--- config.mk ---
export PLATFORM = sky130hd
export DESIGN_NAME = register_master
export DESIGN_NICKNAME = d
export VERILOG_FILES = /design/src/rtl/matrix_pkg.sv /design/src/rtl/register_master.sv
export SDC_FILE = /design/constraint.sdc
export NUM_CORES = 1
export LEC_CHECK = 0
export CAP_MARGIN = 0
export CORE_AREA = 4 4 400 402
export CTS_CLUSTER_SIZE = 24
export DETAILED_ROUTE_END_ITERATION = 6
export DIE_AREA = 0 0 404 406
export PLACE_DENSITY = 0.39
export SLEW_MARGIN = 20
export SYNTH_ARGS = -nofsm -noshare
export SYNTH_HDL_FRONTEND = slang
export SYNTH_SLANG_ARGS = --single-unit
--- constraint.sdc ---
create_clock -name Clock -period 2.85 [get_ports Clock]
set_input_delay 0.57 -clock Clock [delete_from_list [all_inputs] [get_ports Clock]]
set_output_delay 0.57 -clock Clock [all_outputs]
set_load 0.01 [all_outputs]
--- src/rtl/matrix_pkg.sv ---
`default_nettype none
//------------------------------------------------------------------------------
// matrix_pkg : shared widths and register-master state encoding
// Rev 1.0
//------------------------------------------------------------------------------
package matrix_pkg;

   localparam int DATA_W   = 256;
   localparam int MAX_REGS = 16;

   typedef enum logic [2:0] {
      IDLE    = 3'd0,
      WRITE   = 3'd1,
      READ    = 3'd2,
      CAPTURE = 3'd3,
      RESP    = 3'd4
   } reg_master_state_t;

endpackage
`default_nettype wire

--- src/rtl/register_master.sv ---
`default_nettype none
//------------------------------------------------------------------------------
// register_master : valid/ready initiator driving the shared register-file bus
// Rev 1.0
//------------------------------------------------------------------------------
module register_master
   import matrix_pkg::*;
#(
   parameter int NUM_REGS = 4,
   parameter int ADDR_W   = $clog2(NUM_REGS)
) (
   input  logic                Clock,
   input  logic                nReset,
   input  logic                req_valid,
   output logic                req_ready,
   input  logic                req_write,
   input  logic [ADDR_W-1:0]   req_addr,
   input  logic [DATA_W-1:0]   req_wdata,
   output logic                rsp_valid,
   input  logic                rsp_ready,
   output logic [DATA_W-1:0]   rsp_rdata,
   output logic                rsp_err,
   output logic [NUM_REGS-1:0] Enable,
   output logic                ReadWrite,
   output logic [DATA_W-1:0]   DataIn,
   input  logic [DATA_W-1:0]   DataOut
);

   localparam logic [ADDR_W:0] c_num_regs = (ADDR_W+1)'(NUM_REGS);

   reg_master_state_t   r_state;
   reg_master_state_t   w_state_nxt;
   logic [NUM_REGS-1:0] r_enable;
   logic [NUM_REGS-1:0] w_enable_nxt;
   logic                r_rw;
   logic                w_rw_nxt;
   logic                r_req_ready;
   logic                r_rsp_valid;
   logic                r_rsp_err;
   logic [DATA_W-1:0]   r_rsp_rdata;
   logic [DATA_W-1:0]   r_datain;
   logic                w_in_range;

   function automatic logic [NUM_REGS-1:0] f_onehot(input logic [ADDR_W-1:0] a);
      f_onehot = NUM_REGS'(1) << a;
   endfunction

   assign w_in_range = ({1'b0, req_addr} < c_num_regs);

   // Bus values are computed for the next state so every bus output is a flop.
   always_comb begin
      w_state_nxt  = r_state;
      w_enable_nxt = '0;
      w_rw_nxt     = 1'b0;
      case (r_state)
         IDLE: begin
            if (req_valid) begin
               if (!w_in_range) begin
                  w_state_nxt = RESP;
               end else if (req_write) begin
                  w_state_nxt  = WRITE;
                  w_enable_nxt = f_onehot(req_addr);
               end else begin
                  w_state_nxt  = READ;
                  w_enable_nxt = f_onehot(req_addr);
                  w_rw_nxt     = 1'b1;
               end
            end
         end
         WRITE:   w_state_nxt = RESP;
         READ:    w_state_nxt = CAPTURE;
         CAPTURE: w_state_nxt = RESP;
         RESP: begin
            if (rsp_ready) begin
               w_state_nxt = IDLE;
            end
         end
         default: w_state_nxt = IDLE;
      endcase
   end

   always_ff @(posedge Clock or negedge nReset) begin
      if (!nReset) begin
         r_state     <= IDLE;
         r_enable    <= '0;
         r_rw        <= 1'b0;
         r_req_ready <= 1'b1;
         r_rsp_valid <= 1'b0;
      end else begin
         r_state     <= w_state_nxt;
         r_enable    <= w_enable_nxt;
         r_rw        <= w_rw_nxt;
         r_req_ready <= (w_state_nxt == IDLE);
         r_rsp_valid <= (w_state_nxt == RESP);
      end
   end

   // The target releases DataOut at the edge ending CAPTURE, so sample exactly there.
   always_ff @(posedge Clock or negedge nReset) begin
      if (!nReset) begin
         r_datain    <= '0;
         r_rsp_rdata <= '0;
         r_rsp_err   <= 1'b0;
      end else begin
         if ((r_state == IDLE) && (w_state_nxt == WRITE)) begin
            r_datain <= req_wdata;
         end
         if ((r_state == IDLE) && req_valid) begin
            r_rsp_rdata <= '0;
            r_rsp_err   <= !w_in_range;
         end
         if (r_state == CAPTURE) begin
            r_rsp_rdata <= DataOut;
         end
      end
   end

   assign req_ready = r_req_ready;
   assign rsp_valid = r_rsp_valid;
   assign rsp_rdata = r_rsp_rdata;
   assign rsp_err   = r_rsp_err;
   assign Enable    = r_enable;
   assign ReadWrite = r_rw;
   assign DataIn    = r_datain;

endmodule
`default_nettype wire

==> results of run 1 <==
final cells by class:
class / count / area (µm²)
diodes: 24 / 60.06
clock buffers: 105 / 2168
clock inverters: 29 / 450.4
fillers: 16660 / 121500
inverters: 2 / 7.507
multi-input cells: 534 / 5286
flip-flops and latches: 522 / 13060
well taps: 2058 / 2575
repair buffers: 1078 / 10930
sequential cells by signal, summed over array words and instances, names as in the netlist:
name	cells
DataIn	256
Enable	4
ReadWrite	1
r_state	3
req_ready	1
rsp_rdata	256
rsp_valid	1
path summary, 6_finish.rpt:
kind                                                 to  slack (ns)  depth (start not counted)
worst max-delay path                      rsp_rdata[33]        0.35                          1
worst min-delay path             DataIn[11]$_DFFE_PN0P_        0.39                          2
worst max register to register  DataIn[243]$_DFFE_PN0P_        0.69                          5
worst min register to register  DataIn[212]$_DFFE_PN0P_        0.49                          1
max in group asynchronous       DataIn[117]$_DFFE_PN0P_        1.44                          3
min in group Clock              DataIn[100]$_DFFE_PN0P_        0.47                          2
power breakdown:
part	leakage [nW]	switching (mW)	internal, mW
clock	1.28	3.95	5.93
combinational	6.32	7.86	9.39
sequential	6.65	2.19	11.1
total	14.3	14.0	26.4
routing by layer:
| metal | up-vias | GRT usage |
|---|---|---|
| met5 | - | 0 |
| met4 | 62 | 0.03548 |
| met3 | 237 | 0.07168 |
| met2 | 715 | 0.2333 |
| met1 | 7369 | 0.1388 |
| li1 | 6459 | - |
cell usage after synthesis:
master	count
a22o_1	256
nand2_1	4
buf_6	13
or4_1	1
nor2_1	4
o21ai_0	1
nor4b_4	1
mux2_1	229
buf_2	31
mux2_2	29
nor3b_1	1
nand3b_1	1
and3_1	1
dfrtp_1	521
nor3_1	3
a21oi_1	1
and3b_1	1
dfstp_2	1
clkbuf_1	24
inv_1	2
buf_1	7
buf_4	12
conb_1	1
cell usage in the layout (no fill, tap or decap):
master           Yosys  layout
a21oi_1              1       1
nor2_4               0       1
nand2_4              0       1
nand3b_1             1       1
inv_1                2       2
nand2_1              4       3
a22o_1             256     256
or4_1                1       1
clkbuf_16            0      74
mux2_1             229     229
conb_1               1       1
mux2_2              29      29
dfstp_2              1       1
buf_8                0       1
clkbuf_1            24      11
clkinv_4             0       2
clkdlybuf4s50_1      0    1036
clkinvlp_4           0       1
nor4b_4              1       1
nor2_1               4       3
nor3b_1              1       1
and3_1               1       1
dfrtp_1            521     521
dlygate4sd3_1        0       1
clkinv_16            0       4
bufinv_16            0       6
nor3_1               3       3
clkbuf_8             0      20
diode_2              0      24
buf_4               12      21
and3b_4              0       1
o21ai_0              1       1
clkinv_2             0      10
inv_6                0       4
inv_16               0       2
buf_12               0      19
cell families (layout without fill, tap and decap cells):
kind of cell,after synthesis,after routing,share of synthesized area
flops,522,522,0.6932
compound gates,258,258,0.1195
mux,258,258,0.1542
buf+inv,89,1214,0.02735
simple gates,17,17,0.005643
other cells,1,25,0.0001990
metrics by stage:
step / hold WS (ns) / setup slack [ns]
final: 0.3936 / 0.3475
after CTS: 0.3496 / 0.2603
after global placement: 0.4732 / 0.1599
after detailed placement: 0.4800 / 0.1478
after global routing: 0.3941 / 0.3053
after floorplan: 0.2744 / 1.128
==> run_results.csv, run 1 <==
group,metric,value,unit
synthesis,synth_largest_area_cell,"dfrtp_1",
floorplanning,dieArea,164000,µm²
setup_path,cpMaxStageDelayCell,"clkdlybuf4s50_1",
setup_path,critPathRequiredTime,2.28,ns
clock_network,cts_max_path_buffers,3,
finish,nNetsFinal,2730,
synthesis,syn_inst,1145,
run,drv_cap,0,
synthesis,syn-cell-area,18850,µm²
clock_network,cts_buffers,73,
finish,areaGrowthSynthToFinish,83.29,%
finish,fin_util,0.2214,
synthesis,yosysSeqAreaShare,0.6932,
detailed_routing,routed-wl-met3,13230,µm
synthesis,yosysUniqueCellTypes,23,
synthesis,ys_ff_latch,522,
global_route,antenna_found_initial,95,
detailed_routing,drc,0,
setup_path,crit_fanout,2,
detailed_routing,routed-wl-met2,55890,µm
global_route,grt_pass1_wl,149000,µm
clock_network,cts-root-buf,"clkbuf_16",
sta,rsz0062_at_grt,"no",
pwr,finalPower,40.39,mW
place,placed_area,31860,µm²
sta,setup_tns,0,ns
floorplanning,core,156000,µm²
sta,tightest_slew,0.7670,ns
setup_path,critical_path_buf_inv_count,1,
synthesis,syn_area_per_cell,16.46,µm²
sta,timing.fmax,399.6,MHz
status,status,"completed",
setup_path,critPathKind,"reg2out",
sta,fin_worst_skew,0.05560,ns
setup_path,critPathTopFamily,"buffers and inverters",
clock_network,clk_pin_slew_worst_paths,0.06,ns
setup_path,endpoint_kind,"primary output",
global_route,grt_pass1_vias,15950,
clock_network,htree_levels,3,
setup_path,setup.worst_path.start_class,"register",
clock_network,cts-resized-gates,0,
setup_path,r2r_start,"r_state[2]$_DFF_PN0_",
clock_network,clock_latency,0.68,ns
detailed_routing,wl_per_cell,25.98,µm
place,io_buffer_count,1037,
detailed_routing,dr.first_iter.drc_count,679,
pwr,vdd_drop_max,0.4734,mV
sta,period_share,0.8781,
finish,final_cell_count_no_fill,4352,
worst_hold_path,hold_class,"in2async",
floorplanning,row_count,145,
clock_network,cts_tree,"done",
detailed_routing,viasPerCell,3.410,
detailed_routing,postRouteAntennaNets,0,
synthesis,synth.area.top_cells,"dfrtp_1 69%, mux2_1 14%, a22o_1 12%",
clock_network,cts.sinks,522,
sta,final_max_slew_viol_count,0,
pwr,power.density,1169,nW/µm²
detailed_routing,vias,14840,
detailed_routing,wl_met1,40550,µm
finish,final_area,34540,µm²
place,post-place-cells,4193,
clock_network,ctsHoldBuffers,1,
setup_path,path_cells,"clkdlybuf4s50_1",
global_route,grt-ovfl-total,0,
place,dp_hpwl,92270,µm
clock_network,postCtsSetupBuffers,0,
detailed_routing,dr.pass1.iters,4,
sta,finalCriticalPeriod,2.502,ns
detailed_routing,highest_layer,"met5",
floorplanning,ioPinCount,1039,
global_route,grt_max_degree,133,
floorplanning,fp.dieH,406,µm
setup_path,arrival,1.93,ns
sta,hold_violations,0,
setup_path,slowest_delay,0.78,ns
detailed_routing,totalWireLength,113100,µm
synthesis,syn_nets,1664,
sta,slew_headroom,0.4887,
synthesis,yosys.area.top_type_share,0.6918,
global_route,grt_util_all_layers,0.1333,
synthesis,yosysWarnings,0,
pwr,leakagePower,14.26,nW
floorplanning,die_w,404,µm
place,gp_congestion,0.7561,
sta,setup_viol,0,
setup_path,cp-startpoint,"rsp_rdata[33]$_DFFE_PN0P_",
finish,post_route_cells_drive_above_1_share,0.08722,
floorplanning,start_util,0.1208,
No activity file was read; power rests on OpenSTA's default activity.
==> inputs of run 2 (changes only) <==
--- a/config.mk
+++ b/config.mk
@@ -6,12 +6,13 @@
 export NUM_CORES = 1
 export LEC_CHECK = 0
 export CAP_MARGIN = 0
-export CORE_AREA = 4 4 400 402
+export CORE_AREA = 4 4 401 403
 export CTS_CLUSTER_SIZE = 24
 export DETAILED_ROUTE_END_ITERATION = 6
-export DIE_AREA = 0 0 404 406
+export DIE_AREA = 0 0 405 407
 export PLACE_DENSITY = 0.39
-export SLEW_MARGIN = 20
+export SLEW_MARGIN = 0
 export SYNTH_ARGS = -nofsm -noshare
 export SYNTH_HDL_FRONTEND = slang
 export SYNTH_SLANG_ARGS = --single-unit
+export TNS_END_PERCENT = 50
==> run_results.csv, run 2 (synthesis gave the netlist of run 1 again) <==
group,metric,value,unit
pwr,p_sw,13.62,mW
clock_network,clk_pin_slew_worst_paths,0.06,ns
clock_network,clock_latency,0.66,ns
setup_path,crit_fanout,2,
floorplanning,dieArea,164800,µm²
floorplanning,core,157500,µm²
clock_network,cts-resized-gates,0,
sta,hold_violations,0,
pwr,p_clk_frac,0.230,
finish,post_route_cells_drive_above_1_share,0.08671,
detailed_routing,dr.pass1.iters,4,
sta,final_max_slew_viol_count,0,
setup_path,critPathRequiredTime,2.28,ns
setup_path,cpMaxStageDelayCell,"clkdlybuf4s50_1",
sta,setup_viol,0,
sta,hold-worst-slack,0.3992,ns
global_route,antenna_found_initial,68,
clock_network,cts_tree,"done",
pwr,p_sw_frac,0.3449,
pwr,leakagePower,14.20,nW
setup_path,critPathKind,"reg2out",
global_route,grt_pass1_vias,15810,
sta,setup_tns,0,ns
finish,n_fill_cell,16800,
setup_path,endpoint_kind,"primary output",
floorplanning,row_count,146,
sta,tightest_slew,0.8180,ns
detailed_routing,vias,14800,
setup_path,slowest_delay,0.74,ns
place,gp_congestion,0.7568,
setup_path,critPathTopFamily,"buffers and inverters",
detailed_routing,wl_per_cell,24.35,µm
pwr,vdd_drop_max,0.3905,mV
global_route,grt_pass1_wl,141400,µm
detailed_routing,dr.first_iter.drc_count,714,
worst_hold_path,hold_class,"in2async",
finish,final_common_cell,"clkdlybuf4s50_1",
detailed_routing,postRouteAntennaNets,0,
pwr,internal_power,25.87,mW
setup_path,rrSetupSlack,0.80,ns
place,io_buffer_count,1037,
floorplanning,start_util,0.1197,
floorplanning,ioPinCount,1039,
run,drv_cap,0,
clock_network,cts_buffers,71,
global_route,grt_max_degree,110,
setup_path,critical_path_buf_inv_count,1,
detailed_routing,viasPerCell,3.397,
finish,multi_input_area,5286,µm²
clock_network,cts.sinks,522,
setup_path,path_cells,"clkdlybuf4s50_1",
finish,areaGrowthSynthToFinish,82.67,%
setup_path,reg2reg_to,"rsp_rdata[231]$_DFFE_PN0P_",
detailed_routing,drc,0,
clock_network,cts_max_path_buffers,3,
setup_path,crit_cells,1,
finish,nNetsFinal,2737,
global_route,grt-ovfl-total,0,
clock_network,cts-root-buf,"clkbuf_16",
status,status,"completed",
pwr,p_seq_frac,0.336,
sta,timing.fmax,419.3,MHz
place,dp_hpwl,85390,µm
floorplanning,fp.dieH,407,µm
sta,slew_headroom,0.4547,
setup_path,ff2ff_path_depth,3,
detailed_routing,totalWireLength,106100,µm
global_route,grt_util_all_layers,0.1241,
sta,finalCriticalPeriod,2.385,ns
finish,layout_common_cells,"1035 x clkdlybuf4s50_1, 521 x dfrtp_1, 256 x a22o_1",
finish,seq_area,13060,µm²
clock_network,postCtsSetupBuffers,0,
sta,fin_worst_skew,0.03251,ns
clock_network,htree_levels,3,
floorplanning,die_w,405,µm
setup_path,arrival,1.81,ns
sta,period_share,0.8368,
pwr,power.density,1147,nW/µm²
setup_path,setup.worst_path.start_class,"register",
sta,rsz0062_at_grt,"no",
setup_path,r2r_start,"r_state[2]$_DFF_PN0_",
pwr,combPwrFrac,0.434,
[run 2: cell count changes in the layout (fill, tap and decap cells not counted), sizes merged]
cell / previous run / this run
buf: 41 / 51
bufinv: 6 / 3
clkbuf: 105 / 100
clkdlybuf4s50: 1036 / 1035
clkinv: 16 / 20
clkinvlp: 1 / 3
diode: 24 / 13
inv: 8 / 3
[run 2: layout make-up]
cell class              instances  share of cell area
inverters                       2           0.0002181
well taps                    2072             0.07530
flip-flops and latches        522              0.3795
repair buffers               1087              0.3216
multi-input cells             534              0.1536
clock inverters                27            0.009704
diodes                         13           0.0009449
clock buffers                 100             0.05917
[run 2: how the worst max path moves through the flow]
stage / to / slack [ns] / from
finish: rsp_rdata[225] / 0.47 / rsp_rdata[225]$_DFFE_PN0P_
global placement: rsp_rdata[204]$_DFFE_PN0P_ / 0.27 / req_valid
CTS: rsp_rdata[225] / 0.28 / rsp_rdata[225]$_DFFE_PN0P_
detailed placement: rsp_rdata[2]$_DFFE_PN0P_ / 0.23 / req_valid
floorplan: DataIn[100]$_DFFE_PN0P_ / 1.13 / r_state[2]$_DFF_PN0_
global route: DataIn[24] / 0.33 / DataIn[24]$_DFFE_PN0P_
[run 2: timing repair]
action | CTS | global route
hold buffers | 1 | 0
setup endpoints to repair | 0 | 0
hold endpoints to repair | 29 | 0
[run 2: through the flow]
| stage | instances | cell area (µm²) | power (mW) | utilization | setup slack, ns |
|---|---|---|---|---|---|
| 2_1_floorplan | 1145 | 18850 | 19.03 | - | 1.128 |
| 3_3_place_gp | 4216 | 32010 | 31.04 | 0.2033 | 0.2683 |
| 3_5_place_dp | 4216 | 32010 | 31.08 | 0.2033 | 0.2303 |
| 4_1_cts | 4344 | 34390 | 40.61 | 0.2184 | 0.2835 |
| 5_1_grt | 4344 | 34390 | 41.78 | 0.2184 | 0.3305 |
| 6_report | 4357 | 34430 | 39.49 | 0.2186 | 0.4653 |
[run 2: power groups by stage]
stage	registers, mW	clock network [mW]	logic, mW
detailed placement	13.4	0	17.7
global placement	13.4	0	17.7
global route	13.7	9.81	18.2
CTS	13.3	9.57	17.7
floorplan	14.7	0	4.33
finish	13.2	9.10	17.1
[run 2: layer usage]
metal | share of wire | vias to the layer above | GRT usage
met5 | 0.0035 | - | 0
met4 | 0.020 | 58 | 0.02920
met3 | 0.099 | 181 | 0.05945
met2 | 0.50 | 636 | 0.2133
met1 | 0.38 | 7465 | 0.1384
li1 | - | 6461 | -
